$ cat config.mk
export PLATFORM = sky130hd
export DESIGN_NAME = ddr3_memory_responder_flat
export DESIGN_NICKNAME = d
export VERILOG_FILES = /design/src/rtl/ddr3_memory_responder_if.sv /design/src/rtl/ddr3_memory_responder.sv /design/src/flat_wrapper.sv
export SDC_FILE = /design/constraint.sdc
export NUM_CORES = 1
export LEC_CHECK = 0
export CAP_MARGIN = 40
export CORE_MARGIN = 1
export CORE_UTILIZATION = 33
export DETAILED_ROUTE_END_ITERATION = 8
export PLACE_DENSITY = 0.58
export SLEW_MARGIN = 10
export SYNTH_ARGS = -nofsm -noshare
export SYNTH_HDL_FRONTEND = slang
export SYNTH_SLANG_ARGS = --single-unit
$ cat constraint.sdc
create_clock -name clk -period 10.1 [get_ports clk]
set_clock_uncertainty 0.05 [all_clocks]
set_input_delay 2.02 -clock clk [delete_from_list [all_inputs] [get_ports clk]]
set_output_delay 2.02 -clock clk [all_outputs]
set_load 0.05 [all_outputs]
$ cat src/rtl/ddr3_memory_responder_if.sv
// rtl/ddr3_memory_responder_if.sv - DDR3 command/data bus between controller (master) and responder (slave).
interface ddr3_memory_responder_if #(
  parameter int DQ_BITWIDTH           = 16,
  parameter int DM_BITWIDTH           = 2,
  parameter int ADDRESS_BITWIDTH      = 14,
  parameter int BANK_ADDRESS_BITWIDTH = 3
);
  logic                             reset_n;
  logic                             ck;
  logic                             ck_en;
  logic                             cs_n;
  logic                             ras_n;
  logic                             cas_n;
  logic                             we_n;
  logic [BANK_ADDRESS_BITWIDTH-1:0] bank_address;
  logic [ADDRESS_BITWIDTH-1:0]      address;
  logic [DM_BITWIDTH-1:0]           dm;
  logic [DQ_BITWIDTH-1:0]           dq_in;
  logic [DQ_BITWIDTH-1:0]           dq_out;
  logic                             dq_oe;
  logic [DM_BITWIDTH-1:0]           dqs_out;
  logic [DM_BITWIDTH-1:0]           dqs_n_out;
  logic                             dqs_oe;

  modport master (
    output reset_n, ck, ck_en, cs_n, ras_n, cas_n, we_n, bank_address, address, dm, dq_in,
    input  dq_out, dq_oe, dqs_out, dqs_n_out, dqs_oe
  );

  modport slave (
    input  reset_n, ck, ck_en, cs_n, ras_n, cas_n, we_n, bank_address, address, dm, dq_in,
    output dq_out, dq_oe, dqs_out, dqs_n_out, dqs_oe
  );
endinterface

$ cat src/rtl/ddr3_memory_responder.sv
// rtl/ddr3_memory_responder.sv - DDR3 device stand-in: command decode, bank tracking, BL8 burst storage.
// Samples ck in the clk domain and serves read bursts from a small word array with CAS latency.
module ddr3_memory_responder #(
  parameter int DQ_BITWIDTH           = 16,
  parameter int DM_BITWIDTH           = 2,
  parameter int ADDRESS_BITWIDTH      = 14,
  parameter int BANK_ADDRESS_BITWIDTH = 3,
  parameter int CAS_LATENCY           = 5,
  parameter int CAS_WRITE_LATENCY     = 5,
  parameter int MEM_ADDR_BITWIDTH     = 6
) (
  input  logic                        clk,
  input  logic                        reset,
  ddr3_memory_responder_if.slave      ddr,
  output logic [7:0]                  open_bank_mask,
  output logic [15:0]                 refresh_count,
  output logic [ADDRESS_BITWIDTH-1:0] mode_register_0,
  output logic                        protocol_error,
  output logic [2:0]                  error_code
);
  localparam int BASE_W = MEM_ADDR_BITWIDTH - 3;
  localparam int LANE_W = DQ_BITWIDTH / DM_BITWIDTH;

  typedef enum logic [2:0] {IDLE, WR_WAIT, WR_BURST, RD_WAIT, RD_PRE, RD_BURST, RD_POST} state_t;

  state_t                      state_q, state_d;
  logic [7:0]                  cnt_q, cnt_d;
  logic [2:0]                  beat_q, beat_d;
  logic [BASE_W-1:0]           base_q, base_d;
  logic [DQ_BITWIDTH-1:0]      dq_out_q, dq_out_d;
  logic                        dq_oe_q, dq_oe_d;
  logic [DM_BITWIDTH-1:0]      dqs_out_q, dqs_out_d;
  logic                        dqs_oe_q, dqs_oe_d;
  logic [7:0]                  open_q, open_d;
  logic [15:0]                 ref_q, ref_d;
  logic [ADDRESS_BITWIDTH-1:0] mr0_q, mr0_d;
  logic                        perr_q, perr_d;
  logic [2:0]                  code_q, code_d;
  logic [2:0]                  err_c;
  logic                        mem_we;
  logic                        ck_q;
  logic [DQ_BITWIDTH-1:0]      mem_q [2**MEM_ADDR_BITWIDTH];

  logic                         ck_rise, ck_fall, cmd_valid;
  logic [MEM_ADDR_BITWIDTH-1:0] word_addr;

  assign ck_rise   = ddr.ck & ~ck_q;
  assign ck_fall   = ~ddr.ck & ck_q;
  assign cmd_valid = ck_rise & ddr.reset_n & ddr.ck_en & ~ddr.cs_n;
  // Rows alias onto the same words, so only bank, column[9:3] and beat form the index.
  assign word_addr = {base_q, beat_q};

  // ck_q follows ck even in reset so no phantom edge appears on reset release.
  always_ff @(posedge clk) begin
    ck_q <= ddr.ck;
  end

  always_ff @(posedge clk) begin
    if (mem_we && !reset) begin
      for (int l = 0; l < DM_BITWIDTH; l++) begin
        if (!ddr.dm[l]) mem_q[word_addr][l*LANE_W +: LANE_W] <= ddr.dq_in[l*LANE_W +: LANE_W];
      end
    end
  end

  always_ff @(posedge clk) begin
    if (reset) begin
      state_q   <= IDLE;
      cnt_q     <= '0;
      beat_q    <= '0;
      base_q    <= '0;
      dq_out_q  <= '0;
      dq_oe_q   <= 1'b0;
      dqs_out_q <= '0;
      dqs_oe_q  <= 1'b0;
      open_q    <= '0;
      ref_q     <= '0;
      mr0_q     <= '0;
      perr_q    <= 1'b0;
      code_q    <= '0;
    end else begin
      state_q   <= state_d;
      cnt_q     <= cnt_d;
      beat_q    <= beat_d;
      base_q    <= base_d;
      dq_out_q  <= dq_out_d;
      dq_oe_q   <= dq_oe_d;
      dqs_out_q <= dqs_out_d;
      dqs_oe_q  <= dqs_oe_d;
      open_q    <= open_d;
      ref_q     <= ref_d;
      mr0_q     <= mr0_d;
      perr_q    <= perr_d;
      code_q    <= code_d;
    end
  end

  always_comb begin
    state_d   = state_q;
    cnt_d     = cnt_q;
    beat_d    = beat_q;
    base_d    = base_q;
    dq_out_d  = dq_out_q;
    dq_oe_d   = dq_oe_q;
    dqs_out_d = dqs_out_q;
    dqs_oe_d  = dqs_oe_q;
    open_d    = open_q;
    ref_d     = ref_q;
    mr0_d     = mr0_q;
    perr_d    = perr_q;
    code_d    = code_q;
    err_c     = 3'd0;
    mem_we    = 1'b0;

    if (!ddr.reset_n) begin
      state_d   = IDLE;
      open_d    = '0;
      dq_out_d  = '0;
      dq_oe_d   = 1'b0;
      dqs_out_d = '0;
      dqs_oe_d  = 1'b0;
    end else begin
      unique case (state_q)
        IDLE: ;
        WR_WAIT: if (ck_rise) begin
          if (cnt_q + 8'd1 == 8'(CAS_WRITE_LATENCY)) begin
            mem_we  = 1'b1;
            beat_d  = beat_q + 3'd1;
            state_d = WR_BURST;
          end else begin
            cnt_d = cnt_q + 8'd1;
          end
        end
        WR_BURST: if (ck_rise || ck_fall) begin
          mem_we = 1'b1;
          beat_d = beat_q + 3'd1;
          if (beat_q == 3'd7) state_d = IDLE;
        end
        RD_WAIT: if (ck_rise) begin
          if (cnt_q + 8'd1 == 8'(CAS_LATENCY - 1)) begin
            dqs_oe_d  = 1'b1;
            dqs_out_d = '0;
            state_d   = RD_PRE;
          end else begin
            cnt_d = cnt_q + 8'd1;
          end
        end
        RD_PRE: if (ck_rise) begin
          dq_oe_d   = 1'b1;
          dq_out_d  = mem_q[word_addr];
          dqs_out_d = '1;
          beat_d    = beat_q + 3'd1;
          state_d   = RD_BURST;
        end
        RD_BURST: if (ck_rise || ck_fall) begin
          dq_out_d  = mem_q[word_addr];
          dqs_out_d = ~dqs_out_q;
          beat_d    = beat_q + 3'd1;
          if (beat_q == 3'd7) state_d = RD_POST;
        end
        RD_POST: begin
          if (ck_rise) begin
            dq_oe_d  = 1'b0;
            dq_out_d = '0;
          end else if (ck_fall) begin
            dqs_oe_d = 1'b0;
            state_d  = IDLE;
          end
        end
        default: state_d = IDLE;
      endcase

      if (cmd_valid) begin
        case ({ddr.ras_n, ddr.cas_n, ddr.we_n})
          3'b000: if (ddr.bank_address == '0) mr0_d = ddr.address;
          3'b001: begin
            if (open_q != 8'd0) err_c = 3'd2;
            else if (ref_q != 16'hFFFF) ref_d = ref_q + 16'd1;
          end
          3'b010: begin
            if (ddr.address[10]) open_d = '0;
            else open_d[ddr.bank_address] = 1'b0;
          end
          3'b011: begin
            if (open_q[ddr.bank_address]) err_c = 3'd1;
            else open_d[ddr.bank_address] = 1'b1;
          end
          3'b100, 3'b101: begin
            if (!open_q[ddr.bank_address]) begin
              err_c = ddr.we_n ? 3'd3 : 3'd4;
            end else if (state_q != IDLE) begin
              err_c = 3'd5;
            end else begin
              state_d = ddr.we_n ? RD_WAIT : WR_WAIT;
              cnt_d   = '0;
              beat_d  = '0;
              base_d  = BASE_W'({ddr.bank_address, ddr.address[9:3]});
            end
          end
          default: ;
        endcase
      end
    end

    if (err_c != 3'd0 && !perr_q) begin
      perr_d = 1'b1;
      code_d = err_c;
    end
  end

  assign ddr.dq_out       = dq_out_q;
  assign ddr.dq_oe        = dq_oe_q;
  assign ddr.dqs_out      = dqs_out_q;
  assign ddr.dqs_n_out    = ~dqs_out_q;
  assign ddr.dqs_oe       = dqs_oe_q;
  assign open_bank_mask   = open_q;
  assign refresh_count    = ref_q;
  assign mode_register_0  = mr0_q;
  assign protocol_error   = perr_q;
  assign error_code       = code_q;
endmodule
$ cat src/flat_wrapper.sv
// flat-port wrapper written by rule: the top's interface ports become plain ports
module ddr3_memory_responder_flat 
#(
  parameter int DQ_BITWIDTH           = 16,
  parameter int DM_BITWIDTH           = 2,
  parameter int ADDRESS_BITWIDTH      = 14,
  parameter int BANK_ADDRESS_BITWIDTH = 3,
  parameter int CAS_LATENCY           = 5,
  parameter int CAS_WRITE_LATENCY     = 5,
  parameter int MEM_ADDR_BITWIDTH     = 6
)
  (clk, reset, open_bank_mask, refresh_count, mode_register_0, protocol_error, error_code, ddr_reset_n, ddr_ck, ddr_ck_en, ddr_cs_n, ddr_ras_n, ddr_cas_n, ddr_we_n, ddr_bank_address, ddr_address, ddr_dm, ddr_dq_in, ddr_dq_out, ddr_dq_oe, ddr_dqs_out, ddr_dqs_n_out, ddr_dqs_oe);
  ddr3_memory_responder_if #(.DQ_BITWIDTH(DQ_BITWIDTH), .DM_BITWIDTH(DM_BITWIDTH), .ADDRESS_BITWIDTH(ADDRESS_BITWIDTH), .BANK_ADDRESS_BITWIDTH(BANK_ADDRESS_BITWIDTH)) ddr_i ();
  input  logic clk;
  input  logic reset;
  output logic [7:0] open_bank_mask;
  output logic [15:0] refresh_count;
  output logic [ADDRESS_BITWIDTH-1:0] mode_register_0;
  output logic protocol_error;
  output logic [2:0] error_code;
  input wire logic [$bits(ddr_i.reset_n)-1:0] ddr_reset_n;
  input wire logic [$bits(ddr_i.ck)-1:0] ddr_ck;
  input wire logic [$bits(ddr_i.ck_en)-1:0] ddr_ck_en;
  input wire logic [$bits(ddr_i.cs_n)-1:0] ddr_cs_n;
  input wire logic [$bits(ddr_i.ras_n)-1:0] ddr_ras_n;
  input wire logic [$bits(ddr_i.cas_n)-1:0] ddr_cas_n;
  input wire logic [$bits(ddr_i.we_n)-1:0] ddr_we_n;
  input wire logic [$bits(ddr_i.bank_address)-1:0] ddr_bank_address;
  input wire logic [$bits(ddr_i.address)-1:0] ddr_address;
  input wire logic [$bits(ddr_i.dm)-1:0] ddr_dm;
  input wire logic [$bits(ddr_i.dq_in)-1:0] ddr_dq_in;
  output wire logic [$bits(ddr_i.dq_out)-1:0] ddr_dq_out;
  output wire logic [$bits(ddr_i.dq_oe)-1:0] ddr_dq_oe;
  output wire logic [$bits(ddr_i.dqs_out)-1:0] ddr_dqs_out;
  output wire logic [$bits(ddr_i.dqs_n_out)-1:0] ddr_dqs_n_out;
  output wire logic [$bits(ddr_i.dqs_oe)-1:0] ddr_dqs_oe;
  assign ddr_i.reset_n = ddr_reset_n;
  assign ddr_i.ck = ddr_ck;
  assign ddr_i.ck_en = ddr_ck_en;
  assign ddr_i.cs_n = ddr_cs_n;
  assign ddr_i.ras_n = ddr_ras_n;
  assign ddr_i.cas_n = ddr_cas_n;
  assign ddr_i.we_n = ddr_we_n;
  assign ddr_i.bank_address = ddr_bank_address;
  assign ddr_i.address = ddr_address;
  assign ddr_i.dm = ddr_dm;
  assign ddr_i.dq_in = ddr_dq_in;
  assign ddr_dq_out = ddr_i.dq_out;
  assign ddr_dq_oe = ddr_i.dq_oe;
  assign ddr_dqs_out = ddr_i.dqs_out;
  assign ddr_dqs_n_out = ddr_i.dqs_n_out;
  assign ddr_dqs_oe = ddr_i.dqs_oe;
  ddr3_memory_responder #(.DQ_BITWIDTH(DQ_BITWIDTH), .DM_BITWIDTH(DM_BITWIDTH), .ADDRESS_BITWIDTH(ADDRESS_BITWIDTH), .BANK_ADDRESS_BITWIDTH(BANK_ADDRESS_BITWIDTH), .CAS_LATENCY(CAS_LATENCY), .CAS_WRITE_LATENCY(CAS_WRITE_LATENCY), .MEM_ADDR_BITWIDTH(MEM_ADDR_BITWIDTH)) u_core (.clk(clk), .reset(reset), .ddr(ddr_i), .open_bank_mask(open_bank_mask), .refresh_count(refresh_count), .mode_register_0(mode_register_0), .protocol_error(protocol_error), .error_code(error_code));
endmodule
---- Yosys cells after proc, flatten, opt, wreduce, memory -nomap -nowiden ----
Memories as Yosys holds them, arrays and structs flattened.
Index checks and enable logic that the tools add are counted.
word-level totals
  output and inout bits ................... 64
  input port bits ......................... 44
  flip-flop bits (word level) ............. 80
  memories kept ........................... 1
  logic and storage cells ................. 164
  RAM bits ................................ 1024
operators by class
  equal/unequal tests ..................... 23
  bitwise gates (word level) .............. 15
  reduce and logical (&&, ||, !) cells .... 28
  $lt $le $gt $ge ......................... 2
  muxes and demuxes ....................... 78
  add/sub/neg operators ................... 3
memories
  memory        words  bits a word  rd ports  clocked after memory_dff  wr ports  line                         text
  u_core.mem_q  64     16           1         0                         1         ddr3_memory_responder.sv:42  logic [DQ_BITWIDTH-1:0] mem_q [2**MEM_ADDR_BITWIDTH];
operators with widths
  cell                                           count
  two-way mux 3 bit                              28
  two-way mux 8 bit                              10
  two-way mux 16 bit                             3
  case mux 16 bit (3 select lines)               1
  case mux 8 bit (2 select lines)                2
  case mux 3 bit (7 select lines)                1
  AND reduction 5 bit                            4
  two-way mux 1 bit                              19
  == test 3 bit, second input constant           6
  case mux 3 bit (3 select lines)                2
  adder 16 x 1 -> 16 bit, second input constant  1
  == test 8 x 3 -> 1 bit, second input constant  2
  != test 16 bit, second input constant          1
  == test 3 x 2 -> 1 bit, second input constant  4
  two-way mux 2 bit                              6
  != test 2 x 1 -> 1 bit, second input constant  6
  nonzero test 3 bit                             4
  logical NOT 3 bit                              3
  adder 8 x 1 -> 8 bit, second input constant    1
  AND 8 bit                                      1
  inverter 8 bit                                 1
  OR 8 bit                                       1
  AND reduction 4 bit                            2
  nonzero test 8 bit                             1
  18 further kinds                               39

---- Depth between registers and ports, before layout ----
  word-level depth ........................ 9
  mapped depth ............................ 11
  gate-level depth less buffers ........... 8

---- Worst setup path before layout ----
No wires, ideal clock.
  path kind ............................... input port to flip-flop
  start point ............................. in ddr_ck
  end point ............................... mem u_core.mem_q[5][0], enable pin
  required time ........................... 9655 ps
  data arrival time ....................... 4352 ps
  slack ................................... 5304 ps
  buffers on the path ..................... 3
  stages .................................. 10
  setup time .............................. 395 ps
  cells stage by stage .................... ha_1 > and3b_1 > buf_4 > nand2_1 > or3_4 > nor2_2 > nor2_1 > buf_6 > buf_6 > nor4_1
on the way
  cells in the longest elaborated chain, start to end .. 9
  elaborated cells on any way between the ends .. 11
  classes of those cells .................. mux: 6; bitwise: 3; reduce/logical: 2
RTL lines
  element                                    line                          text
  start, declared                            flat_wrapper.sv:22            input wire logic [$bits(ddr_i.ck)-1:0] ddr_ck;
  inverter 1 bit                             ddr3_memory_responder.sv:48   assign ck_fall = ~ddr.ck & ck_q;
  AND 1 bit                                  ddr3_memory_responder.sv:48
  logical OR 1 bit                           ddr3_memory_responder.sv:134  WR_BURST: if (ck_rise || ck_fall) begin
  two-way mux 1 bit                          ddr3_memory_responder.sv:134
  case mux 1 bit (2 select lines) *          ddr3_memory_responder.sv:123  unique case (state_q)
  two-way mux 1 bit *                        ddr3_memory_responder.sv:115  if (!ddr.reset_n) begin
  logical AND 1 bit *                        ddr3_memory_responder.sv:59   if (mem_we && !reset) begin
  two-way mux 1 bit *                        ddr3_memory_responder.sv:59
  two-way mux 1 bit (not written as such) *  ddr3_memory_responder.sv:61   if (!ddr.dm[l]) mem_q[word_addr][l*LANE_W +: LANE_W] <= ddr.dq_in[l*LANE_W +: LANE_W];
  end, declared                              ddr3_memory_responder.sv:42
Mark *: on every way between the ends. The rest lies on a longest branch, timed or not.

---- Final worst setup path ----
  start point ............................. in ddr_ck
  end point ............................... mem u_core.mem_q[24][6], enable pin
Same word-level chain as after synthesis.

==> key figures <==
Placed design
  – Placement Setup Slack: 4.09 ns
  – IO Port Bufs: roughly 110
  – Placed inst area: 0.0486 sq mm
  – Routability cong.: a little under 0.9
  – Hpwl dp: 90500 um

Detailed routing
  – DRC viols: 0
  – Drt via density: 5.92
  – WL/cell: between 30 and 40 um
  – Via count: 27.9k
  – 1st-iter DRT viols: 3986
  – Post-route ant nets: 0
  – 1st-pass router iterations: 6
  – Final WL: between 100000 and 150000 um

Synthesis
  – Top-area cell type share of the netlist area: 68.3%
  – Post-synth EDFFs: around 1.0k
  – Top cells by count, synth: 1024 x edfxtp_1, 116 x mux2i_1, 104 x nand2_1, 104 x nor2_1
  – Simple-gate portion of the synthesized area: 7.71%
  – Ys flop type: edfxtp_1
  – Post-synthesis mux area share: 8.45%
  – Post-synthesis sequential area ratio: 71.8%
  – Netlist Area Pre-Place: 0.0450 sq mm
  – Synth Warn #: 0
  – Synth Area in XOR/XNOR: less than 1%
  – Ys async rst share: 0%
  – Synth Instances: between 2k and 3k
  – Synth top area cells: edfxtp_1 68%, mux4_2 4.5%, dfxtp_1 3.6%
  – Most numerous cell in the Yosys netlist: edfxtp_1
  – Largest family of logic cells by synthesized area: compound AO/OA/AOI/OAI gates
  – Complex-gate fraction of the synthesized area: 8.79%
  – Syn_nets: 2773
  – Netlist cell types: 88
  – Mapped Avg Cell Area: about 17 sq um
  – Seq cells post-synth: 1104
  – Post-Synth Adder-Cell Area: 0.222%
  – Area leader, netlist: edfxtp_1

Outcome
  – Status: complete, no violations

Pwr
  – Design Power: 9540 uW
  – PwrDens: 181 mW/mm^2
  – Maximum VDD drop: 124 uV
  – LEAKAGE: 0.0157 uW

Setup path
  – FF-to-FF Start: u_core.beat_q[1]
  – Worst Setup End Kind: flop
  – R2R setup slack: about 5.8 ns
  – Maximum fanout along the worst path: 114
  – Worst Path Arrival: 5.53 ns
  – Reg-to-Reg End: u_core.ddr.dq_out[14]
  – Crit path launch type: primary input
  – R2R depth: 9
  – Required time of the critical path: about 10 ns
  – Setup CP Type: primary input to flop

Floorplanning
  – I/O Pins: 108
  – Core Region: approximately 0.14 sq mm
  – Die Height: 371 um
  – Row count: between 100 and 150
  – Die W: around 370 um
  – Die footprint: roughly 0.14 sq mm
  – Initial Util: 33.3%

STA
  – Slew headroom: 28.7%
  – Crit share post-route: 51.7%
  – Worst hold slack: 0.408 ns
  – Max Clock Freq: 0.192 GHz
  – Slew Viols, Final: 0
  – Count of final hold-check violations: 0
  – Final setup vio count: 0
  – Worst setup margin: 4.88 ns
  – RSZ-0062 raised after global routing: false
  – Setup tns final: 0 ns
  – Slew @ Worst Pin: between 1 and 1.5 ns
  – Min cycle time layout: approximately 5.2 ns

Global route
  – Largest net degree at the start of global routing: between 100 and 150
  – Number of antenna violations at the first check in global routing: 1
  – First-pass GRT wire length: 209000 um
  – GRT overflow: 0
  – Number of global-route vias before repair: 26.6k
  – Gr usage total: 21.4%

Clock network
  – Cts bufs inserted: approximately 110
  – Clock Path Buffers: 3
  – TritonCTS clock tree: yes
  – Clk sinks: ~1.1k
  – H-Tree Depth: 3
  – Clock slew at reported path FFs: 0.07 ns
  – Clock root buffer: clkbuf_16
  – Clk Latency, worst-skew pair: about 0.74 ns
  – Post-CTS sizing: 0
  – Postcts setup bufs: 0
  – Hold Buf Count CTS: 0

Worst hold path
  – Hold Crit Class: flop to flop
  – Hold Path Origin: u_core.error_code[0]
  – WHS Endpoint: u_core.error_code[0]
  – Hold depth: 2

Cells and area
  – # nets final: 2885
  – P&R area growth vs syn: 16.9%
  – Antenna diode count: 0
  – Share of cells above drive strength 1: 21.2%
  – Design Area, Final: 0.0527 sq mm

Run
  – Max cap viols: 0
layout make-up:
class / instances / area (sq um)
timing repair buffer: 216 / 2270
sequential: 1104 / 32400
clock inverter: 74 / 906
clock buffer: 137 / 2980
fill: 12333 / 82800
inverter: 23 / 86.3
multi-input combinational: 1376 / 11800
tap: 1781 / 2230
flip-flops by register name (all words and copies together), names as in the netlist:
name,count
u_core.base_q,3
u_core.beat_q,3
u_core.ck_q,1
u_core.cnt_q,8
u_core.ddr.dq_oe,1
u_core.ddr.dq_out,16
u_core.ddr.dqs_oe,1
u_core.ddr.dqs_out,2
u_core.error_code,3
u_core.mem_q,1024
u_core.mode_register_0,14
u_core.open_bank_mask,8
u_core.protocol_error,1
u_core.refresh_count,16
u_core.state_q,3
how the worst max path moves through the flow:
stage,start,endpoint,slack (ns),depth (start not counted)
2_1_floorplan,ddr_ck,u_core.mem_q[5][0],5.30,10
3_3_place_gp,ddr_ck,u_core.mem_q[30][1],4.22,9
3_5_place_dp,ddr_ck,u_core.mem_q[43][13],4.09,9
4_1_cts,ddr_ck,u_core.mem_q[43][13],4.86,9
5_1_grt,ddr_ck,u_core.mem_q[30][3],4.69,9
6_report,ddr_ck,u_core.mem_q[24][6],4.88,9
critical path, cell delays in order:
cell and delay [ns]:
clkdlybuf4s50_1 0.54, ha_1 0.36, and3b_1 0.33, nand2_1 0.08, or3_4 0.39, nor2_2 0.15
nor2_4 0.15, buf_12 0.40, nor4_2 0.96
metrics by stage:
stage,cells,util [%]
2_1_floorplan,2721,-
3_3_place_gp,4450,35.4
3_5_place_dp,4480,35.9
4_1_cts,4691,38.8
5_1_grt,4711,38.9
6_report,4711,38.9
metal layers:
metal  share of wire (%)  vias to the layer above  global-route usage [%]
met1                  41                    14303                    30.5
met5              0.0073                        -                       0
met3                  12                      280                    5.20
met2                  44                     1930                    32.0
met4                 3.0                        2                    6.57
li1                    -                    11381                       -
cell families after synthesis:
kind of cell,count (synthesis)
multiplexers,262
AO/OA/AOI/OAI,548
buffers and inverters,241
AND/OR/NAND/NOR,542
adder cells (fa/ha/maj),8
XOR/XNOR,16
flip-flops,1104
placed cells by master (no fill, tap or decap), types with 17 or more instances in the layout:
cell type        netlist  layout
edfxtp_1            1024    1024
nor4_2                90     126
mux2i_1              116     116
clkbuf_16              0     114
nand2_1              104     103
nor2_1               104     102
a21oi_1               95      95
a221oi_1              92      92
clkdlybuf4s50_1        0      90
mux4_2                89      89
a22oi_1               88      88
dfxtp_1               80      77
buf_4                 26      72
o21ai_0               62      62
mux2_2                55      55
nand3_1               38      38
o22ai_1               38      38
clkinv_2               0      23
inv_1                 22      20
nor3_1                23      20
nand4_1               19      19
clkbuf_1              95      19
and3_1                18      18
a31oi_1               18      18
a211oi_1              18      18
a22o_1                18      18
o2bb2ai_1             17      17
power breakdown:
group | total (uW) | switching [uW] | internal [uW]
combinational | 174 | 135 | 39.2
sequential | 4990 | 0.417 | 4990
clock | 4380 | 1850 | 2530
total | 9540 | 1990 | 7550
Power figures use the tool's default switching activity.
